$ cat config.mk
export PLATFORM = sky130hd
export DESIGN_NAME = cla_pipe_adder
export DESIGN_NICKNAME = d
export VERILOG_FILES = /design/src/rtl/cla_pkg.sv /design/src/rtl/cla_group4.sv /design/src/rtl/cla_pipe_adder.sv
export SDC_FILE = /design/constraint.sdc
export NUM_CORES = 1
export LEC_CHECK = 0
export CORE_UTILIZATION = 45
export DETAILED_ROUTE_END_ITERATION = 16
export HOLD_SLACK_MARGIN = 0.15
export PLACE_DENSITY = 0.74
export RECOVER_POWER = 100
export SYNTH_ARGS = -nofsm -noshare
export SYNTH_HDL_FRONTEND = slang
export SYNTH_SLANG_ARGS = --single-unit
$ cat constraint.sdc
create_clock -name clk -period 1.5 [get_ports clk]
set_input_delay 0.15 -clock clk [delete_from_list [all_inputs] [get_ports clk]]
set_output_delay 0.15 -clock clk [all_outputs]
set_load 0.03 [all_outputs]
$ cat src/rtl/cla_pkg.sv
// Shared constants and types for the pipelined carry-lookahead adder.
// Latency: n/a (package only).
// Backpressure: n/a (package only).
package cla_pkg;

  // Width of one lookahead group; operand widths are built from whole groups.
  localparam int GROUP_W = 4;

  // Group generate / propagate pair passed from a group to the inter-group chain.
  typedef struct packed {
    logic g;
    logic p;
  } pg_t;

endpackage

$ cat src/rtl/cla_group4.sv
// 4-bit carry-lookahead group: per-bit carries plus group generate/propagate.
// Latency: purely combinational.
// Backpressure: none, no state.
module cla_group4
  import cla_pkg::*;
(
  input  logic [GROUP_W-1:0] i_g,
  input  logic [GROUP_W-1:0] i_p,
  input  logic               i_cin,
  output logic [GROUP_W-1:0] o_c,
  output pg_t                o_pg
);

  // Every carry is flattened to two logic levels from g/p/cin; no ripple inside the group.
  assign o_c[0] = i_cin;
  assign o_c[1] = i_g[0] | (i_p[0] & i_cin);
  assign o_c[2] = i_g[1] | (i_p[1] & i_g[0]) | (i_p[1] & i_p[0] & i_cin);
  assign o_c[3] = i_g[2] | (i_p[2] & i_g[1]) | (i_p[2] & i_p[1] & i_g[0])
                | (i_p[2] & i_p[1] & i_p[0] & i_cin);

  // Group terms let the next group form its carry-in without waiting on o_c[3].
  assign o_pg.g = i_g[3] | (i_p[3] & i_g[2]) | (i_p[3] & i_p[2] & i_g[1])
                | (i_p[3] & i_p[2] & i_p[1] & i_g[0]);
  assign o_pg.p = &i_p;

endmodule

$ cat src/rtl/cla_pipe_adder.sv
// Two-stage pipelined carry-lookahead adder: S1 registers g/p/h, S2 resolves carries and registers sum.
// Latency: 2 cycles from input transfer to out_valid; 1 result/cycle when out_ready stays high.
// Backpressure: each stage advances when the next is empty or draining; in_ready is low in reset.
module cla_pipe_adder
  import cla_pkg::*;
#(
  parameter int WIDTH = 16
) (
  input  logic             clk,
  input  logic             rst,
  input  logic             in_valid,
  output logic             in_ready,
  input  logic [WIDTH-1:0] a,
  input  logic [WIDTH-1:0] b,
  input  logic             c_in,
  output logic             out_valid,
  input  logic             out_ready,
  output logic [WIDTH-1:0] sum,
  output logic             c_out,
  output logic             ovf
);

  localparam int NGRP = WIDTH / GROUP_W;

  // Refuse to elaborate a width that does not split into whole lookahead groups.
  if ((WIDTH % GROUP_W) != 0 || WIDTH < GROUP_W) begin : g_bad_width
    $error("cla_pipe_adder: WIDTH must be a non-zero multiple of 4");
  end

  // Stage 1 state
  logic             r_s1_valid;
  logic [WIDTH-1:0] r_g;
  logic [WIDTH-1:0] r_p;
  logic [WIDTH-1:0] r_h;
  logic             r_cin;

  // Stage 2 (output) state
  logic             r_s2_valid;
  logic [WIDTH-1:0] r_sum;
  logic             r_cout;
  logic             r_ovf;

  // Handshake and carry network
  logic             w_s1_adv;
  logic             w_s2_adv;
  logic [NGRP:0]    w_gc;
  logic [WIDTH-1:0] w_c;
  pg_t              w_pg [NGRP];
  logic [WIDTH-1:0] w_sum;
  logic             w_cout;
  logic             w_ovf;

  // A stage may take new data if it is empty or its content leaves this cycle.
  assign w_s2_adv = !r_s2_valid | out_ready;
  assign w_s1_adv = !r_s1_valid | w_s2_adv;
  assign in_ready = w_s1_adv & !rst;

  // Lookahead inside each group, group carry chained between groups.
  assign w_gc[0] = r_cin;
  for (genvar k = 0; k < NGRP; k++) begin : g_grp
    cla_group4 u_grp (
      .i_g   (r_g[k*GROUP_W +: GROUP_W]),
      .i_p   (r_p[k*GROUP_W +: GROUP_W]),
      .i_cin (w_gc[k]),
      .o_c   (w_c[k*GROUP_W +: GROUP_W]),
      .o_pg  (w_pg[k])
    );
    assign w_gc[k+1] = w_pg[k].g | (w_pg[k].p & w_gc[k]);
  end

  assign w_sum  = r_h ^ w_c;
  assign w_cout = w_gc[NGRP];
  assign w_ovf  = w_c[WIDTH-1] ^ w_gc[NGRP];

  // Stage 1: capture per-bit generate/propagate/half-sum on an input transfer.
  always_ff @(posedge clk) begin
    if (rst) begin
      r_s1_valid <= 1'b0;
      r_g        <= '0;
      r_p        <= '0;
      r_h        <= '0;
      r_cin      <= 1'b0;
    end else if (w_s1_adv) begin
      r_s1_valid <= in_valid;
      if (in_valid) begin
        r_g   <= a & b;
        r_p   <= a | b;
        r_h   <= a ^ b;
        r_cin <= c_in;
      end
    end
  end

  // Stage 2: register the resolved sum; a new load takes priority over going empty.
  always_ff @(posedge clk) begin
    if (rst) begin
      r_s2_valid <= 1'b0;
      r_sum      <= '0;
      r_cout     <= 1'b0;
      r_ovf      <= 1'b0;
    end else if (w_s2_adv) begin
      r_s2_valid <= r_s1_valid;
      if (r_s1_valid) begin
        r_sum  <= w_sum;
        r_cout <= w_cout;
        r_ovf  <= w_ovf;
      end
    end
  end

  assign out_valid = r_s2_valid;
  assign sum       = r_sum;
  assign c_out     = r_cout;
  assign ovf       = r_ovf;

endmodule

==> impl_results.rst <==
.. list-table::
   :header-rows: 1

   * - Metric
     - Value
   * - Result of the run
     - finished, violations left
   * - Violations in the final reports
     - setup timing
   * - Post-placement cell count
     - slightly below 600
   * - Top-level port count
     - 57
   * - Global-route wire length before repair
     - approximately 13000 um
   * - Total Power
     - 4.42 mW
   * - Number of design rule violations left after detail routing
     - 0
   * - Top Usage Layer GRT
     - met2
   * - Area growth from synthesis to layout
     - 36.0%
   * - Max-slew violation total from the final report
     - 0
   * - Post-DP Area
     - 4210 um2
   * - Initial antenna violation count
     - 0
   * - Maximum VDD drop
     - 0.000503 V
   * - Number of antenna cells inserted
     - 0
   * - Fin worst setup slack
     - -0.131 ns
   * - Horiz. Die Dim
     - a little under 90 um
   * - Number of DRC markers in iteration 0
     - 130
   * - Fin util
     - a little over three fifths
   * - Syn Nets
     - a little under 500
   * - CTS sink count
     - 69
   * - Worst max-slew margin expressed relative to the limit
     - slightly above 70%
   * - DR WL/cell
     - 13.0 um
   * - Area of the die
     - between 7000 and 8000 um2
   * - Total of warnings raised by yosys
     - 0
   * - Buffer levels on the longest clock path
     - 2
   * - Unrepaired setup endpoints after global routing
     - yes
   * - Clock root buffer
     - clkbuf_8
   * - Combined area of all synthesized cells
     - roughly 3300 um2
   * - Data arrival time at the worst-slack endpoint
     - roughly 1.9 ns
   * - Overflow after GRT
     - 0
   * - TritonCTS clock tree
     - yes
   * - Routability Congestion
     - approximately 0.86
   * - First-pass iteration count of the detailed router
     - 4
   * - Number of global-route vias before repair
     - 2827
   * - Tcrit/Tclk final
     - 109%
   * - Die height
     - 88.2 um
   * - Leakage power figure
     - 2.06 nW
   * - HP Class
     - primary input to flip-flop
   * - Post-detailed-route via-to-cell ratio
     - 5.04
   * - Area occupied by multi-input gates
     - 1890 um2
   * - Post-route design area
     - around 4500 um2
   * - FP Rows
     - 31
   * - Top flip-flop cell by instance count after synthesis
     - dfxtp_1
   * - Clk slew on worst S/H paths
     - 0.08 ns
   * - Register area share after synthesis
     - about 41%
   * - Post-synth EDFFs
     - 0
   * - Syn Inst Count
     - between 400 and 500
   * - Share of post-route cells with drive strength above 1
     - 17.8%
   * - Initial core utilization
     - between 40% and 50%
   * - Number of nets with antenna violations after detailed routing
     - 0
   * - Setup-failing EPs final
     - 10
   * - Transition time at the pin with the least slew margin
     - approximately 0.43 ns
   * - Setup skew after layout
     - between 0.01 and 0.015 ns
   * - Storage element area
     - roughly 1400 um2
   * - Mean Syn Cell Area
     - 7.98 um2
   * - GR met3 Demand/Resource
     - 2.89%
   * - Total negative slack
     - -0.559 ns
   * - Number of hold violations in the final report
     - 0
   * - Total via count after detailed routing
     - a little over 3000
   * - Max-cap violations
     - 0
   * - Overall Global Routing Usage
     - about a fifth
   * - Shortest period the worst path allows
     - roughly 1.6 ns
   * - Detailed-route wire length
     - 7870 um
   * - PwrDens
     - around 970 nW/um2
   * - Core box area
     - slightly above 7000 um2
   * - Worst setup path class
     - flip-flop to flip-flop
   * - Number of I/O port buffers
     - 56
   * - Fmax
     - between 600 and 700 MHz
   * - Hpwl dp
     - 5440 um
   * - Share of async-settable or async-resettable flops after synthesis
     - 0%
   * - Net total in the final layout
     - about 570
   * - Flip-flop and latch count after synthesis
     - 69
   * - Clock latency of the later-clocked register in the worst-skew pair
     - ~0.34 ns
   * - Finished Layout Cells
     - 604
   * - Data required time at the worst endpoint
     - around 1.8 ns
   * - Number of fill cells in the layout
     - 622
   * - Deepest level of the CTS H-tree
     - 3
   * - Category of the worst setup path capture point
     - flip-flop
   * - Number of buffers created by CTS
     - 9
   * - Startpoint type of the worst setup path
     - flip-flop
   * - CP Max Fanout
     - 4
   * - Largest net degree at the start of global routing
     - 54
   * - Post-synthesis cell type count
     - 36
   * - Met1 GRT Util
     - around 29%
   * - Grt met2 use
     - 34.4%
==> timing repair <==
item | in CTS | in global routing
pin swaps | 20 | 14
resized for setup | 33 | 31
endpoints found under the hold margin | 1 | 0
hold buffers | 1 | 0
endpoints found under the setup margin | 27 | 20
buffers inserted | 2 | 2
==> worst max-delay path, stage by stage, from the launching register on <==
cell and delay [ns]:
dfxtp_2 0.36, nand2_1 0.05, o21ai_1 0.24, nand2_1 0.17
a21boi_2 0.20, nor2_2 0.06, or4_1 0.40, nand3_1 0.08
==> state kept, by name, indices dropped and copies added, names as in the netlist <==
register,count
r_s1_valid,1
r_p,16
r_h,16
ovf,1
c_out,1
out_valid,1
r_g,16
sum,16
r_cin,1
==> layout by cell type (no fill, tap or decap), types with 2 or more instances in the layout <==
cell,n
nand2_1,87
o21ai_2,2
or4_1,2
a21o_1,7
clkbuf_2,3
a21oi_2,5
a21oi_1,44
o21ai_0,4
nor3_1,3
mux2i_1,2
clkbuf_8,10
nor2_2,3
clkbuf_1,6
and3_1,2
nor2b_1,3
ha_1,32
buf_4,28
a21oi_4,3
buf_12,2
nor2_1,27
clkinv_2,2
dlygate4sd2_1,14
xnor2_1,2
nand3_1,10
xnor2_2,3
a211oi_1,17
a21boi_2,2
dfxtp_2,8
o21ai_1,6
bufinv_16,2
buf_2,2
dfxtp_1,61
inv_1,35
clkdlybuf4s50_1,35
nand4_1,3
xor2_1,5
==> power breakdown <==
part	internal (mW)	switching, mW	total (mW)
combinational	0.332	0.388	0.720
sequential	1.94	0.0821	2.03
clock	0.978	0.700	1.68
total	3.25	1.17	4.42
==> worst paths after layout <==
check / from / end / slack, ns / cells past startpoint
max: r_p[7] / sum[10] / -0.13 / 7
min: c_in / r_cin / 0.37 / 3
max reg2reg: r_p[7] / sum[10] / -0.13 / 7
min reg2reg: sum[5] / sum[5] / 0.46 / 2
==> synthesized netlist by cell type (5+ instances only) <==
cell type	instances	area share, %
a211oi_1	18	4.0
nand2_1	88	9.9
nand3_1	11	1.6
ha_1	32	12
xnor2_1	5	1.3
dfxtp_1	69	41
a21oi_1	50	7.5
nor2_1	30	3.4
inv_1	35	3.9
a21o_1	7	1.6
clkbuf_1	17	1.9
o21ai_0	10	1.5
xor2_1	5	1.3
==> layer usage <==
layer	routed length [um]	vias up
met4	83	0
met2	3750	75
met5	0	-
met1	3720	1405
met3	327	7
li1	-	1555
==> per-stage QoR <==
stage	hold WS (ns)	setup WS (ns)
3_5_place_dp	0.450	-0.129
3_3_place_gp	0.438	-0.139
6_report	0.367	-0.131
5_1_grt	0.369	-0.223
2_1_floorplan	0.267	-0.0223
4_1_cts	0.356	-0.0902
==> kinds of logic after synthesis <==
| family | after synthesis | synth area share (%) |
|---|---|---|
| muxes | 2 | 0.599 |
| DFF | 69 | 41.3 |
| buffers and inverters | 57 | 6.51 |
| adders and majority gates | 32 | 12.0 |
| xor gates and xnor gates | 10 | 2.62 |
| and+or+nand+nor | 150 | 18.9 |
| AOI/OAI and AO/OA | 99 | 18.1 |
==> final cells by class <==
class                   count  area share, %
multi-input cells         293           41.5
well taps                  99           2.72
clock inverters             6           1.90
clock buffers              10           3.03
flip-flops and latches     69           30.6
inverters                  35           2.89
repair buffers             92           17.4
Power figures use the tool's default switching activity.
